==> src/rtl/player_control.sv <==
// Player sprite movement controller: latches a key direction on move_tick,
// waits for game control to confirm the path is clear, then steps one pixel.
module player_control #(
  parameter int START_X  = 5,
  parameter int START_Y  = 5,
  parameter int WAIT_CYC = 2,
  parameter int MAX_X    = 155,
  parameter int MAX_Y    = 115
) (
  input  logic       clock,
  input  logic       reset,
  input  logic       move_tick,
  input  logic [3:0] keys,
  input  logic       stop,
  input  logic       level_reset,
  output logic [3:0] direction,
  output logic [7:0] player_x,
  output logic [6:0] player_y
);

  typedef enum logic [1:0] {
    S_IDLE,
    S_REQ,
    S_CHECK,
    S_STEP
  } state_t;

  localparam logic [3:0] D_NONE  = 4'b0000;
  localparam logic [3:0] D_UP    = 4'b1000;
  localparam logic [3:0] D_DOWN  = 4'b0100;
  localparam logic [3:0] D_LEFT  = 4'b0010;
  localparam logic [3:0] D_RIGHT = 4'b0001;

  localparam int CW = (WAIT_CYC > 1) ? $clog2(WAIT_CYC) : 1;
  localparam logic [CW-1:0] WAIT_LAST = CW'(WAIT_CYC - 1);

  localparam logic [7:0] X_START = 8'(START_X);
  localparam logic [6:0] Y_START = 7'(START_Y);
  localparam logic [7:0] X_MAX   = 8'(MAX_X);
  localparam logic [6:0] Y_MAX   = 7'(MAX_Y);

  state_t        state;
  logic [3:0]    dir_q;
  logic [CW-1:0] wait_cnt;
  logic [3:0]    key_pick;
  logic [7:0]    next_x;
  logic [6:0]    next_y;

  // Several keys may be held at once; UP wins, RIGHT loses.
  always_comb begin
    key_pick = D_NONE;
    priority case (1'b1)
      keys[3]: key_pick = D_UP;
      keys[2]: key_pick = D_DOWN;
      keys[1]: key_pick = D_LEFT;
      keys[0]: key_pick = D_RIGHT;
      default: key_pick = D_NONE;
    endcase
  end

  // Saturating one-pixel move along a single axis.
  always_comb begin
    next_x = player_x;
    next_y = player_y;
    case (dir_q)
      D_UP:    if (player_y != 7'd0)  next_y = player_y - 7'd1;
      D_DOWN:  if (player_y < Y_MAX)  next_y = player_y + 7'd1;
      D_LEFT:  if (player_x != 8'd0)  next_x = player_x - 8'd1;
      D_RIGHT: if (player_x < X_MAX)  next_x = player_x + 8'd1;
      default: ;
    endcase
  end

  always_ff @(posedge clock) begin
    if (reset) begin
      state     <= S_IDLE;
      direction <= D_NONE;
      player_x  <= X_START;
      player_y  <= Y_START;
      dir_q     <= D_NONE;
      wait_cnt  <= '0;
    end else if (level_reset) begin
      state     <= S_IDLE;
      direction <= D_NONE;
      player_x  <= X_START;
      player_y  <= Y_START;
      dir_q     <= D_NONE;
      wait_cnt  <= '0;
    end else begin
      unique case (state)
        S_IDLE: begin
          direction <= D_NONE;
          if (move_tick && (keys != 4'b0000)) begin
            dir_q     <= key_pick;
            direction <= key_pick;
            wait_cnt  <= '0;
            state     <= S_REQ;
          end
        end
        S_REQ: begin
          if (wait_cnt == WAIT_LAST) begin
            state <= S_CHECK;
          end else begin
            wait_cnt <= wait_cnt + CW'(1);
          end
        end
        S_CHECK: begin
          if (stop) begin
            state     <= S_IDLE;
            direction <= D_NONE;
          end else begin
            state <= S_STEP;
          end
        end
        S_STEP: begin
          player_x  <= next_x;
          player_y  <= next_y;
          direction <= D_NONE;
          state     <= S_IDLE;
        end
        default: begin
          state     <= S_IDLE;
          direction <= D_NONE;
        end
      endcase
    end
  end

endmodule
==> config.mk <==
export PLATFORM = sky130hd
export DESIGN_NAME = player_control
export DESIGN_NICKNAME = d
export VERILOG_FILES = /design/src/rtl/player_control.sv
export SDC_FILE = /design/constraint.sdc
export NUM_CORES = 1
export LEC_CHECK = 0
export ABC_AREA = 1
export CAP_MARGIN = 10
export CORE_ASPECT_RATIO = 1.25
export CORE_MARGIN = 3
export CORE_UTILIZATION = 47
export CTS_CLUSTER_SIZE = 10
export DETAILED_ROUTE_END_ITERATION = 12
export PLACE_DENSITY_LB_ADDON = 0.3
export RECOVER_POWER = 25
export SLEW_MARGIN = 15
export SYNTH_ARGS = -nofsm -noshare
export SYNTH_HDL_FRONTEND = slang
export SYNTH_SLANG_ARGS = --single-unit
==> constraint.sdc <==
create_clock -name clock -period 2.3 [get_ports clock]
set_input_delay 0.23 -clock clock [delete_from_list [all_inputs] [get_ports clock]]
set_output_delay 0.23 -clock clock [all_outputs]
set_load 0.03 [all_outputs]
[After elaboration in Yosys (flattened, before gate mapping)]
Index checks and enable logic that the tools add are counted.
Storage, ports and cells
  input bits: 9
  word-level logic and storage cells: 63
  output and inout bits: 19
  register bits: 26
Operators by class
  mux-type cells: 20
  eq/ne operators: 14
  $lt $le $gt $ge: 2
  $add $sub $neg: 5
  reduce and logical (&&, ||, !) cells: 16
Operators by type and width (count)
  $mux 4: 5
  $mux 8: 2
  $pmux 8 s2: 1
  $mux 7: 2
  $ne 2x2->1 const B: 7
  $pmux 7 s2: 1
  $pmux 4 s3: 1
  $add 8x1->8 const B: 1
  $lt 8x8->1 const B: 1
  $pmux 2 s4: 1
  $reduce_and 2->1: 4
  $reduce_and 4->1: 2
  $reduce_bool 8->1: 1
  $sub 8x1->8 const B: 1
  $add 7x1->7 const B: 1
  $lt 7x7->1 const B: 1
  $reduce_bool 7->1: 1
  $sub 7x1->7 const B: 1
  $mux 2: 3
  $reduce_bool 2->1: 3
  $eq 2x2->1 const B: 2
  $eq 4x1->1 const B: 1
  $eq 4x2->1 const B: 1
  $eq 4x3->1 const B: 1
  other kinds (10): 12

[Depth between registers and ports, before layout]
  depth after elaboration: 6
  mapped depth: 13
  depth with buffers taken out: 13

[Least setup slack after synthesis]
No wires, ideal clock.
  path type: reg-to-reg
  start point: register dir_q[2]
  end point: register player_x[5]
  required time: 2.236 ns
  library setup time: 0.064 ns
  period minus slack after synthesis: 1.765 ns
  arrival: 1.702 ns
  slack: 0.535 ns
  stages on the path, launching flop included: 10
  path buffers: 0
  cells stage by stage: dfxtp_1 -> nor2_4 -> nand3_2 -> ha_1 -> a21oi_1 -> nand2_1 -> a21oi_1 -> xnor2_1 -> nor2_1 -> nor2_1
Between the ends
  word-level cells in the longest chain between the ends: 3
  elaborated cells between the ends (all ways): 7
  those cells by class: eq/ne (4); mux (1); reduce/logical (2)
RTL lines
  start, declared: line 43  | logic [3:0] dir_q;
  start signal, assigned: line 94  | dir_q <= key_pick;
  $eq 4x1->1 or $eq 4x2->1 (tied branches): line 65  | case (dir_q)
  $ne 2x2->1 (no line) or $reduce_bool 2->1 (tied branches)
  $reduce_and 4->1 (no line)
  end signal, assigned: line 116  | player_x <= next_x;
  end, declared: line 17  | output logic [7:0] player_x,
Parallel ways exist; a longest one is shown, timed or not.
A chain may end at the register's enable or synchronous reset.

[Worst setup path in the final report]
  start point: register dir_q[2]
  end point: register player_x[6]
The elaborated chain is that of the path after synthesis.

==> flow_metrics.env <==
export IMPL_cts_sinks=26
export IMPL_dp_hpwl_um=2790
export IMPL_nNetsFinal=311
export IMPL_post_cts_setup_buffers=0
export IMPL_clk_pin_slew_ps=100
export IMPL_critical_path_startpoint="dir_q[2]"
export IMPL_r2r_start="dir_q[2]"
export IMPL_die_h_um=74.4
export IMPL_fmax_ghz=0.503
export IMPL_synth_area_sq_um=1760
export IMPL_fin_crit_sh=0.865
export IMPL_first_global_vias=1514
export IMPL_n_fill_cell=338
export IMPL_floorplan_initialDensity=0.496
export IMPL_cts_repair_resized=0
export IMPL_viasPerCell=5.02
export IMPL_placed_area_sq_um=2080
export IMPL_clockRootBuffer="clkbuf_8"
export IMPL_yosysWarnings=0
export IMPL_whs_ps=469
export IMPL_placed_cells=322
export IMPL_synthTopCellsByArea="dfxtp_1 30%, nand2_1 14%, ha_1 8.5%, inv_1 6.8%, nor2_1 6.8%"
export IMPL_ant_nets=0
export IMPL_setup_violations=0
export IMPL_ff2ff_setup_slack_ps=310
export IMPL_crit_path_end_kind="flip-flop"
export IMPL_synth_commonest_cells="67 x nand2_1, 32 x inv_1, 32 x nor2_1, 26 x dfxtp_1, 17 x nand3_1"
export IMPL_grt_max_degree=20
export IMPL_gp_congestion=0.877
export IMPL_r2r_cells=12
export IMPL_synth_ff_type="dfxtp_1"
export IMPL_crit_required_ps=2520
export IMPL_dieArea_sq_um=4520
export IMPL_finalHoldViolCount=0
export IMPL_first_iter_violations=93
export IMPL_peakVddDrop_mv=0.280
export IMPL_grt_pass1_wl_um=6420
export IMPL_tightest_slew_ps=764
export IMPL_dr_pass1_iters=4
export IMPL_maxCapViolCount=0
export IMPL_syn_nets=280
export IMPL_drc=0
export IMPL_fin_util=0.603
export IMPL_avgSynthCellArea_sq_um=6.85
export IMPL_cp_data_arrival_time_ps=2210
export IMPL_regArea_sq_um=520
export IMPL_clock_latency_ps=280
export IMPL_totalNegativeSetupSlack_ps=0
export IMPL_status="finished, final reports clean"
export IMPL_diodes=0
export IMPL_p_per_area_nw_per_um2=435
export IMPL_fin_cells=326
export IMPL_core_area_sq_um=3540
export IMPL_grt_use_total=0.182
export IMPL_finalMaxSlewViolations=0
export IMPL_cts_hold_buf=0
export IMPL_cts_buffer_depth=2
export IMPL_final_area_sq_um=2140
export IMPL_detail_route_wl_per_cell_um=11.1
export IMPL_num_rows=24
export IMPL_hp_class="flip-flop to flip-flop"
export IMPL_totalWireLength_um=3630
export IMPL_yosys_area_top_type="dfxtp_1"
export IMPL_async_flop_share=0
export IMPL_synth_top_area_share=0.296
export IMPL_r2r_end="player_x[6]"
export IMPL_max_slew_margin=0.487
export IMPL_critPathKind="flip-flop to flip-flop"
export IMPL_seq_area_frac_synth=0.296
export IMPL_syn_to_final_growth_pct=21.5
export IMPL_rsz0062_at_grt="false"
export IMPL_cp_start_kind="flip-flop"
export IMPL_cp_max_fo=9
export IMPL_yosys_cell_count_top_type="nand2_1"
export IMPL_ys_types=33
export IMPL_cts_tree="built"
export IMPL_grt_overflow_total=0
export IMPL_p_leak_nw=0.995
export IMPL_num_io_pins=28
export IMPL_fin_skew_ps=5.83
export IMPL_fp_dieW_um=60.7
export IMPL_period_needed_ps=1990
export IMPL_multi_input_area_sq_um=1080
export IMPL_synth_enable_flop_cells=0
export IMPL_vias=1637
export IMPL_antenna_found_initial=0
export IMPL_cts_max_level=1
export IMPL_port_buffers=27
export IMPL_cts_buffers=3
export IMPL_crit_end="player_x[6]"
export IMPL_drive_above_1_share=0.0836
export IMPL_synthCells=257
export IMPL_synth_seq_cells=26
logic make-up after synthesis:
logic type      count (synthesis)  synth area share
flops                          26             0.296
compound gates                 29            0.0953
xor+xnor                        7            0.0349
fa+ha+maj                      14             0.108
simple gates                  141             0.380
buf+inv                        40            0.0861
state kept, by name, summed over array words and instances (netlist names):
signal     count
state          2
wait_cnt       1
dir_q          4
direction      4
player_x       8
player_y       7
layout by cell type (no fill, tap or decap):
cell / Yosys / layout
a21o_1: 1 / 1
a21oi_1: 15 / 15
a21oi_4: 1 / 1
a31oi_1: 1 / 1
buf_4: 0 / 1
bufinv_16: 0 / 1
clkbuf_8: 0 / 3
clkdlybuf4s50_1: 0 / 24
clkinv_1: 1 / 1
dfxtp_1: 26 / 26
dlygate4sd3_1: 0 / 3
fa_1: 2 / 2
ha_1: 12 / 12
inv_1: 32 / 32
inv_2: 5 / 5
nand2_1: 67 / 67
nand2_2: 4 / 4
nand2_4: 1 / 1
nand3_1: 17 / 17
nand3_2: 2 / 2
nand3_4: 2 / 2
nand3b_1: 1 / 1
nand3b_2: 1 / 1
nand4_1: 7 / 7
nor2_1: 32 / 32
nor2_2: 1 / 1
nor2_4: 1 / 1
nor3_1: 1 / 2
o21ai_0: 8 / 8
o31ai_1: 3 / 3
or2_0: 1 / 1
or2_1: 1 / 1
or2_2: 1 / 1
xnor2_1: 1 / 1
xor2_1: 6 / 6
power by group:
part           switching [mW]  internal, mW  leakage (nW)
sequential            0.00390         0.454         0.210
clock                   0.162         0.233        0.0357
combinational          0.0444        0.0325         0.750
through the flow:
stage / setup WS [ps] / power (mW)
after floorplan: 535 / 0.520
after global placement: 371 / 0.547
after detailed placement: 321 / 0.548
after CTS: 304 / 0.939
after global routing: 87.8 / 0.961
final: 311 / 0.930
area by class of cell:
class | instances | share of cell area
clock buffer | 3 | 0.0193
clock inverter | 1 | 0.0141
inverter | 38 | 0.0667
multi-input combinational | 191 | 0.504
sequential | 26 | 0.244
tap | 39 | 0.0228
timing repair buffer | 28 | 0.130
worst min path at each step:
stage,startpoint,end,slack [ps],cells after the start
6_report,wait_cnt,wait_cnt,470,2
5_1_grt,direction[1],direction[1],500,2
4_1_cts,wait_cnt,wait_cnt,470,2
3_5_place_dp,wait_cnt,wait_cnt,460,2
3_3_place_gp,wait_cnt,wait_cnt,460,2
2_1_floorplan,keys[3],direction[3],390,2
metal layers:
metal | up-vias | wire length (um) | global-route usage
met5 | - | 0 | 0
met4 | 0 | 80 | 0.0747
met3 | 7 | 75 | 0.0208
met2 | 21 | 1820 | 0.319
met1 | 727 | 1660 | 0.223
li1 | 882 | - | -
critical path, cell delays in order (launching register included):
cell,delay (ps)
dfxtp_1,370
nor2_4,170
nand3_2,220
ha_1,420
nand2_1,80
inv_1,40
o21ai_0,220
nand3_1,110
nand2_1,70
nand2_1,50
nand2_1,60
nand2_1,40
nor2_1,90
Note: power is estimated with default switching activity, not from simulation.
